<file path="src/rtl/issue_pkg.sv">
// Shared types and constants for the issue controller: FSM states, ARM condition
// codes, NZCV bit positions and instruction-field positions.
package issue_pkg;

    typedef enum logic [1:0] {IDLE, CHECK, WAIT_FLAGS, ISSUE} issState_t;

    localparam logic [3:0] COND_EQ = 4'h0;
    localparam logic [3:0] COND_NE = 4'h1;
    localparam logic [3:0] COND_CS = 4'h2;
    localparam logic [3:0] COND_CC = 4'h3;
    localparam logic [3:0] COND_MI = 4'h4;
    localparam logic [3:0] COND_PL = 4'h5;
    localparam logic [3:0] COND_VS = 4'h6;
    localparam logic [3:0] COND_VC = 4'h7;
    localparam logic [3:0] COND_HI = 4'h8;
    localparam logic [3:0] COND_LS = 4'h9;
    localparam logic [3:0] COND_GE = 4'hA;
    localparam logic [3:0] COND_LT = 4'hB;
    localparam logic [3:0] COND_GT = 4'hC;
    localparam logic [3:0] COND_LE = 4'hD;
    localparam logic [3:0] COND_AL = 4'hE;
    localparam logic [3:0] COND_NV = 4'hF;

    localparam int FLAG_N = 3;
    localparam int FLAG_Z = 2;
    localparam int FLAG_C = 1;
    localparam int FLAG_V = 0;

    localparam int S_BIT    = 20;
    localparam int CLASS_HI = 27;
    localparam int CLASS_LO = 26;

    // Data-processing class with the S bit set writes NZCV.
    function automatic logic setsFlags(input logic [31:0] instr);
        return (instr[CLASS_HI:CLASS_LO] == 2'b00) && instr[S_BIT];
    endfunction

endpackage

</file>
<file path="src/rtl/cond_eval.sv">
// Combinational ARM condition-code evaluator against an NZCV nibble.
module cond_eval
    import issue_pkg::*;
(
    input  logic [3:0] cond,
    input  logic [3:0] nzcv,
    output logic       pass
);

    logic n, z, c, v;
    assign n = nzcv[FLAG_N];
    assign z = nzcv[FLAG_Z];
    assign c = nzcv[FLAG_C];
    assign v = nzcv[FLAG_V];

    always_comb begin
        pass = 1'b0;
        case (cond)
            COND_EQ: pass = z;
            COND_NE: pass = !z;
            COND_CS: pass = c;
            COND_CC: pass = !c;
            COND_MI: pass = n;
            COND_PL: pass = !n;
            COND_VS: pass = v;
            COND_VC: pass = !v;
            COND_HI: pass = c && !z;
            COND_LS: pass = !c || z;
            COND_GE: pass = (n == v);
            COND_LT: pass = (n != v);
            COND_GT: pass = !z && (n == v);
            COND_LE: pass = z || (n != v);
            COND_AL: pass = 1'b1;
            default: pass = 1'b0;
        endcase
    end

endmodule

</file>
<file path="src/rtl/issue_ctrl.sv">
// Issue controller: replay/fetch arbitration, condition squash and flag-hazard tracking.
// Define ISSUE_CTRL_PERF_EN to add issued/squashed/stall performance counters.
module issue_ctrl
    import issue_pkg::*;
#(
    parameter int MAX_PEND = 3,
    parameter int PEND_W   = 2
) (
    input  logic              clk,
    input  logic              rst,
    input  logic              fe_valid,
    output logic              fe_ready,
    input  logic [31:0]       fe_instr,
    input  logic              rp_valid,
    output logic              rp_ready,
    input  logic [31:0]       rp_instr,
    input  logic [3:0]        cpsr_flags,
    input  logic              flags_wb,
    output logic              iss_valid,
    input  logic              iss_ready,
    output logic [31:0]       iss_instr,
    output logic              squash,
    output logic [PEND_W-1:0] pending_cnt
`ifdef ISSUE_CTRL_PERF_EN
    ,
    output logic [31:0]       issued_cnt,
    output logic [31:0]       squashed_cnt,
    output logic [31:0]       stall_cyc
`endif
);

    issState_t         state, nextState;
    logic [31:0]       capInstr;
    logic [PEND_W-1:0] pendCnt;
    logic              squashQ, squashNext, stallNow;
    logic              condPass, accept, issHs, incPend;
    logic              isCond, pendZero, limitHold;

    cond_eval uCondEval (
        .cond (capInstr[31:28]),
        .nzcv (cpsr_flags),
        .pass (condPass)
    );

    assign rp_ready    = (state == IDLE) && !rst;
    assign fe_ready    = (state == IDLE) && !rp_valid && !rst;
    assign accept      = (rp_valid && rp_ready) || (fe_valid && fe_ready);
    assign iss_valid   = (state == ISSUE);
    assign iss_instr   = capInstr;
    assign squash      = squashQ;
    assign pending_cnt = pendCnt;

    assign issHs     = (state == ISSUE) && iss_ready;
    assign incPend   = issHs && setsFlags(capInstr);
    assign isCond    = capInstr[31:28] != COND_AL;
    assign pendZero  = (pendCnt == '0);
    assign limitHold = setsFlags(capInstr) && (pendCnt == PEND_W'(MAX_PEND));

    always_comb begin
        nextState  = state;
        squashNext = 1'b0;
        stallNow   = 1'b0;
        case (state)
            IDLE: if (accept) nextState = CHECK;
            CHECK: begin
                // Conditional instructions never see flags with setters in flight.
                if (isCond && !pendZero) begin
                    nextState = WAIT_FLAGS;
                end else if (limitHold) begin
                    stallNow = 1'b1;
                end else if (condPass) begin
                    nextState = ISSUE;
                end else begin
                    squashNext = 1'b1;
                    nextState  = IDLE;
                end
            end
            WAIT_FLAGS: begin
                stallNow = 1'b1;
                if (pendZero) nextState = CHECK;
            end
            ISSUE: if (iss_ready) nextState = IDLE;
            default: nextState = IDLE;
        endcase
    end

    always_ff @(posedge clk) begin
        if (rst) begin
            state    <= IDLE;
            capInstr <= '0;
            pendCnt  <= '0;
            squashQ  <= 1'b0;
        end else begin
            state   <= nextState;
            squashQ <= squashNext;
            if ((state == IDLE) && accept)
                capInstr <= rp_valid ? rp_instr : fe_instr;
            // A writeback coinciding with an increment cancels it; no underflow.
            case ({incPend, flags_wb})
                2'b10:   pendCnt <= pendCnt + 1'b1;
                2'b01:   if (!pendZero) pendCnt <= pendCnt - 1'b1;
                default: pendCnt <= pendCnt;
            endcase
        end
    end

`ifdef ISSUE_CTRL_PERF_EN
    always_ff @(posedge clk) begin
        if (rst) begin
            issued_cnt   <= '0;
            squashed_cnt <= '0;
            stall_cyc    <= '0;
        end else begin
            if (issHs)    issued_cnt   <= issued_cnt + 1;
            if (squashQ)  squashed_cnt <= squashed_cnt + 1;
            if (stallNow) stall_cyc    <= stall_cyc + 1;
        end
    end
`endif

endmodule

</file>
<file path="config.mk">
export PLATFORM = sky130hd
export DESIGN_NAME = issue_ctrl
export DESIGN_NICKNAME = d
export VERILOG_FILES = /design/src/rtl/issue_pkg.sv /design/src/rtl/cond_eval.sv /design/src/rtl/issue_ctrl.sv
export SDC_FILE = /design/constraint.sdc
export NUM_CORES = 1
export LEC_CHECK = 0
export CAP_MARGIN = 20
export CORE_ASPECT_RATIO = 1.4
export CORE_MARGIN = 2
export CORE_UTILIZATION = 35
export DETAILED_ROUTE_END_ITERATION = 12
export PLACE_DENSITY = 0.76
export SYNTH_ARGS = -nofsm -noshare
export SYNTH_HDL_FRONTEND = slang
export SYNTH_HIERARCHICAL = 1
export SYNTH_SLANG_ARGS = --single-unit
</file>
<file path="constraint.sdc">
create_clock -name clk -period 1.7 [get_ports clk]
set_clock_uncertainty 0.15 [all_clocks]
set_input_delay 0.425 -clock clk [delete_from_list [all_inputs] [get_ports clk]]
set_output_delay 0.425 -clock clk [all_outputs]
set_load 0.05 [all_outputs]
</file>
# Word level (Yosys, flattened, before mapping)

Index checks and enable logic that the tools add are counted.

Input bits: 74
Word-level logic and storage cells: 78
Output and inout bits: 38
Register bits after elaboration: 37

Mux-type cells: 12
$add $sub $neg: 2
Equality and inequality tests: 28
Bitwise operators: 1
Reduce and logical (&&, ||, !) cells: 31

Operators by type and width:

| kind                  | count |
|---|---|
| $mux W32              | 1 |
| $eq A4 B4 Y1 const B  | 7 |
| $eq A4 B3 Y1 const B  | 4 |
| $pmux W1 S15          | 1 |
| $mux W2               | 7 |
| $logic_and A1 B1 Y1   | 13 |
| $eq A2 B2 Y1 const B  | 4 |
| $eq A4 B2 Y1 const B  | 2 |
| $pmux W2 S4           | 1 |
| $logic_not A1 Y1      | 7 |
| $logic_not A2 Y1      | 3 |
| $ne A2 B2 Y1 const B  | 3 |
| $eq A2 B1 Y1 const B  | 2 |
| $eq A4 B1 Y1 const B  | 1 |
| $logic_not A4 Y1      | 1 |
| $ne A4 B4 Y1 const B  | 1 |
| $pmux W2 S2           | 1 |
| $reduce_and A4 Y1     | 1 |
| $reduce_or A4 Y1      | 1 |
| $logic_or A1 B1 Y1    | 3 |
| $ne A3 B3 Y1 const B  | 1 |
| $add A2 B1 Y2 const B | 1 |
| $ne A2 B1 Y1 const B  | 1 |
| $reduce_and A2 Y1     | 1 |
| 6 further kinds       | 6 |

# Logic depth before layout (Yosys ltp)

Word-level depth: 7
Mapped depth: 7
Depth with buffers taken out: 6

# Cells and area by module

Netlist, hierarchy kept.

By module, submodules not included:

| module     | times used | area an instance (sq um) | cells an instance | seq. area each (sq um) |
|---|---|---|---|---|
| issue_ctrl | 1          | 1891.8                   | 186               | 740.7 |
| cond_eval  | 1          | 193.9                    | 28                | 0.0 |

# Worst setup path before layout

Ideal clock, no wire load.

Path kind: input-to-output
From: input port rp_valid
To: output port fe_ready
Setup slack: -1.173 ns
Data required time: 1.125 ns
Stages on the path: 3
Path buffers: 2
Arrival: 2.298 ns
Cell sequence: buf_2 -> buf_2 -> nor4_1

Cells in the longest elaborated chain, start to end: 3

RTL lines:

| what                              | line             | source |
|---|---|---|
| start, declared                   | issue_ctrl.sv:14 | `input logic rp_valid,` |
| $logic_not A1 Y1                  | issue_ctrl.sv:46 | `assign fe_ready = (state == IDLE) && !rp_valid && !rst;` |
| $logic_and A1 B1 Y1 (2 in series) | issue_ctrl.sv:46 |  |
| end, declared                     | issue_ctrl.sv:12 | `output logic fe_ready,` |

Every way passes these cells.

# Worst setup path in the final report

From: register capInstr[30], in the netlist iss_instr[30]
To: register state[0]

Cells in the longest elaborated chain, start to end: 6
Elaborated cells between the ends (all ways): 24
Classes of those cells: 16 x eq/ne; 5 x mux; 3 x reduce/logical

RTL lines:

| what                                 | line             | source |
|---|---|---|
| start, declared                      | issue_ctrl.sv:33 | `logic [31:0] capInstr;` |
| start signal, assigned               | issue_ctrl.sv:97 | `capInstr <= rp_valid ? rp_instr : fe_instr;` |
| $eq A4 B4 Y1 (tied with other cells) | cond_eval.sv:18  | `case (cond)` |
| $pmux W1 S15 *                       | cond_eval.sv:18  |  |
| net condPass                         | issue_ctrl.sv:36 | `logic condPass, accept, issHs, incPend;` |
| $mux W2 *                            | issue_ctrl.sv:71 | `end else if (condPass) begin` |
| $mux W2 *                            | issue_ctrl.sv:69 | `end else if (limitHold) begin` |
| $mux W2 *                            | issue_ctrl.sv:67 | `if (isCond && !pendZero) begin` |
| $pmux W2 S4 *                        | issue_ctrl.sv:63 | `case (state)` |
| end signal, assigned                 | issue_ctrl.sv:94 | `state <= nextState;` |
| end, declared                        | issue_ctrl.sv:32 | `issState_t state, nextState;` |

The timed path passes the listed nets; every way through them passes the cells marked *. The select of a mux whose other input is x is not followed.
A chain may end at the register's enable or synchronous reset.

==> metrics <==
outcome=complete, but fails checks; violated checks=negative setup slack; row count=33; sequential share of the synthesized area=35.5%; hold depth=2; total grt overflow=0; Buf+Inv Stages, Crit Path=0; static leakage power=1.57 nW; final period utilization=106%; Warnings, synthesis=6; Synth area leaders=dfxtp_1, a211oi_2, mux2i_1; worst stage delay on the critical path=0.39 ns; Critical Path Stages=6; xor and xnor area share after synthesis=1.20%; Die X=69.2 µm; #FFs+latches synth=37; first-pass GRT wire length=10300 µm; Post-Synth Adder-Cell Area=0%; Crit path max-delay family=compound AO/OA/AOI/OAI gates; largest family of logic cells by synthesized area=compound AO/OA/AOI/OAI gates; final layout net count=413; Max Fanout on Critical Path=7; R2R depth=6; FF/Latch Area=761 µm²; Startpoint Class=flop; final slew viol count=0; cell area after synthesis=0.00209 mm²; IO Count=112; Worst setup EP type=flop; area of the multi-input gates=0.00140 mm²; final WL=6220 µm; TritonRoute pass-1 iters=5; Finished Core Util=69.5%; worst-margin pin slew=0.359 ns; Post-Synth Simple-Gate Area=15.1%; Num CTS Buffers=5; port bufs=111; Fillers=445; Syn-to-layout area delta=94.0%; DIE AREA=0.00660 mm²; DRC Markers=0; Wirelength per Cell=15.2 µm; complex-gate fraction of the synthesized area=25.7%; largest net degree at the start of global routing=32; gr usage total=19.1%; Final Wtd Congestion=0.874; Detailed Place HPWL=4900 µm; # setup viols final=4; CP Class=reg2reg; share of layout cells above drive strength 1=43.7%; Initial Util=35.8%; met3 routed WL=269 µm; min-delay worst type=reg2reg; peak supply drop=0.521 mV; Clk pin slew, worst setup/hold paths=0.07 ns; Synth cell types=38; Post-Route M1 WL=2290 µm; clock sink count=37; core box area=0.00582 mm²; Post-synth EDFFs=0; Slowest-stage cell, CP=dfxtp_4; fmax=557 MHz; relative slew slack=76.0%; Root Buffer=clkbuf_8; unrepaired setup endpoints after global routing=true; setup slack after layout=-0.0939 ns; fraction of synthesized area in multiplexers=16.6%; Detail Route met2 WL=3550 µm; Tmin final=1.79 ns; CTS tree=yes; die height=95.3 µm; Top FF cell, synth=dfxtp_1; WP data required=1.70 ns; Synth top area share=35.5%; vias=2099; critical-path cell list=mux2_4 > a21oi_2 > o211ai_1 > a211o_1 > o221ai_2 > a31oi_1; ys async rst share=0%; Post-DP Area=0.00388 mm²; Syn Nets=288; clk_lat worst skew=0.28 ns; Top Metal Used=met4; Max-cap violations=0; Initial DRC Count=78; Ant. Diodes=0; initial antenna violation count=0; most common cell in the netlist=nor2_1; top cells by count, synth=nor2_1, dfxtp_1, mux2i_1; Post-Synthesis Cells=214; final-report hold violation count=0; syn avg cell area=9.75 µm²; Yosys top cell by area=dfxtp_1; WP data arrival=1.79 ns; P per Cell Area=803 mW/mm²; vias in the first global route=2235; H-tree Lvls=2; Vias/cell=5.13; Place WS=-0.730 ns; Final Instance Area=0.00405 mm²; Sum Neg Setup Slack=-0.180 ns; ANT nets after route=0; Clock Path Buffers=2
-- area by class of cell --
cell class              instances  area share, %
clock buffers                   6           1.79
inverters                       1         0.0928
repair buffers                137           42.4
multi-input cells             157           34.6
clock inverters                 1          0.124
flip-flops and latches         37           18.8
well taps                      70           2.16
-- state kept, by name, summed over array words and instances (netlist names) --
name         flops
state            2
squash           1
pending_cnt      2
iss_instr       32
-- cell usage in the layout (no fill, tap or decap), types with 3 or more instances in the layout --
master and instances:
clkdlybuf4s50_1 67, buf_12 41, mux2i_1 33, a211oi_2 30, dfxtp_1 29, buf_4 21
nor2_1 19, nor2_2 12, nor2_4 11, clkbuf_8 5, a21oi_1 4, nand2_1 4
buf_2 4, dfxtp_2 4, dfxtp_4 4, nand2b_1 3, nor3_1 3, o211ai_1 3
a211o_1 3
-- path summary, 6_finish.rpt --
path	startpoint	to	slack, ns
max	iss_instr[30]	state[0]	-0.09
min	iss_instr[26]	iss_instr[26]	0.38
max reg2reg	iss_instr[30]	state[0]	-0.09
min reg2reg	iss_instr[26]	iss_instr[26]	0.38
-- report_power, final --
group | internal, W | switching (W) | total (W)
Sequential | 0.000973 | 0.000144 | 0.00112
Combinational | 0.000811 | 0.000759 | 0.00157
Clock | 0.000279 | 0.000283 | 0.000562
Total | 0.00206 | 0.00119 | 0.00325
-- metrics by stage --
step                cells  hold WS [ns]  power (W)
floorplan             214         0.404    0.00197
global placement      396         0.363    0.00265
detailed placement    396         0.373    0.00267
CTS                   408         0.386    0.00328
global route          409         0.414    0.00341
finish                409         0.382    0.00325
-- logic make-up (layout without fill, tap and decap cells) --
family,Yosys count,after routing
and+or+nand+nor,66,66
xor gates and xnor gates,2,2
AOI/OAI and AO/OA,55,55
muxes,34,34
DFF,37,37
buffers and inverters,20,145
-- worst min-delay path, delay by kind of cell (launching register included) --
family	cells	cell delay, ns
simple gates	1	0.11
flops	1	0.35
compound gates	1	0.04
-- what timing repair did --
action | CTS | global route
gates resized for setup | 23 | 6
buffers inserted | 5 | 1
hold buffers | 0 | 0
endpoints found under the setup margin | 6 | 9
pin swaps | 7 | 4
-- layer usage --
layer	vias up	global-route usage, %
met3	8	4.02
met1	982	20.0
li1	1035	-
met5	-	0
met4	0	5.88
met2	74	37.7
No activity file was read; power rests on OpenSTA's default activity.
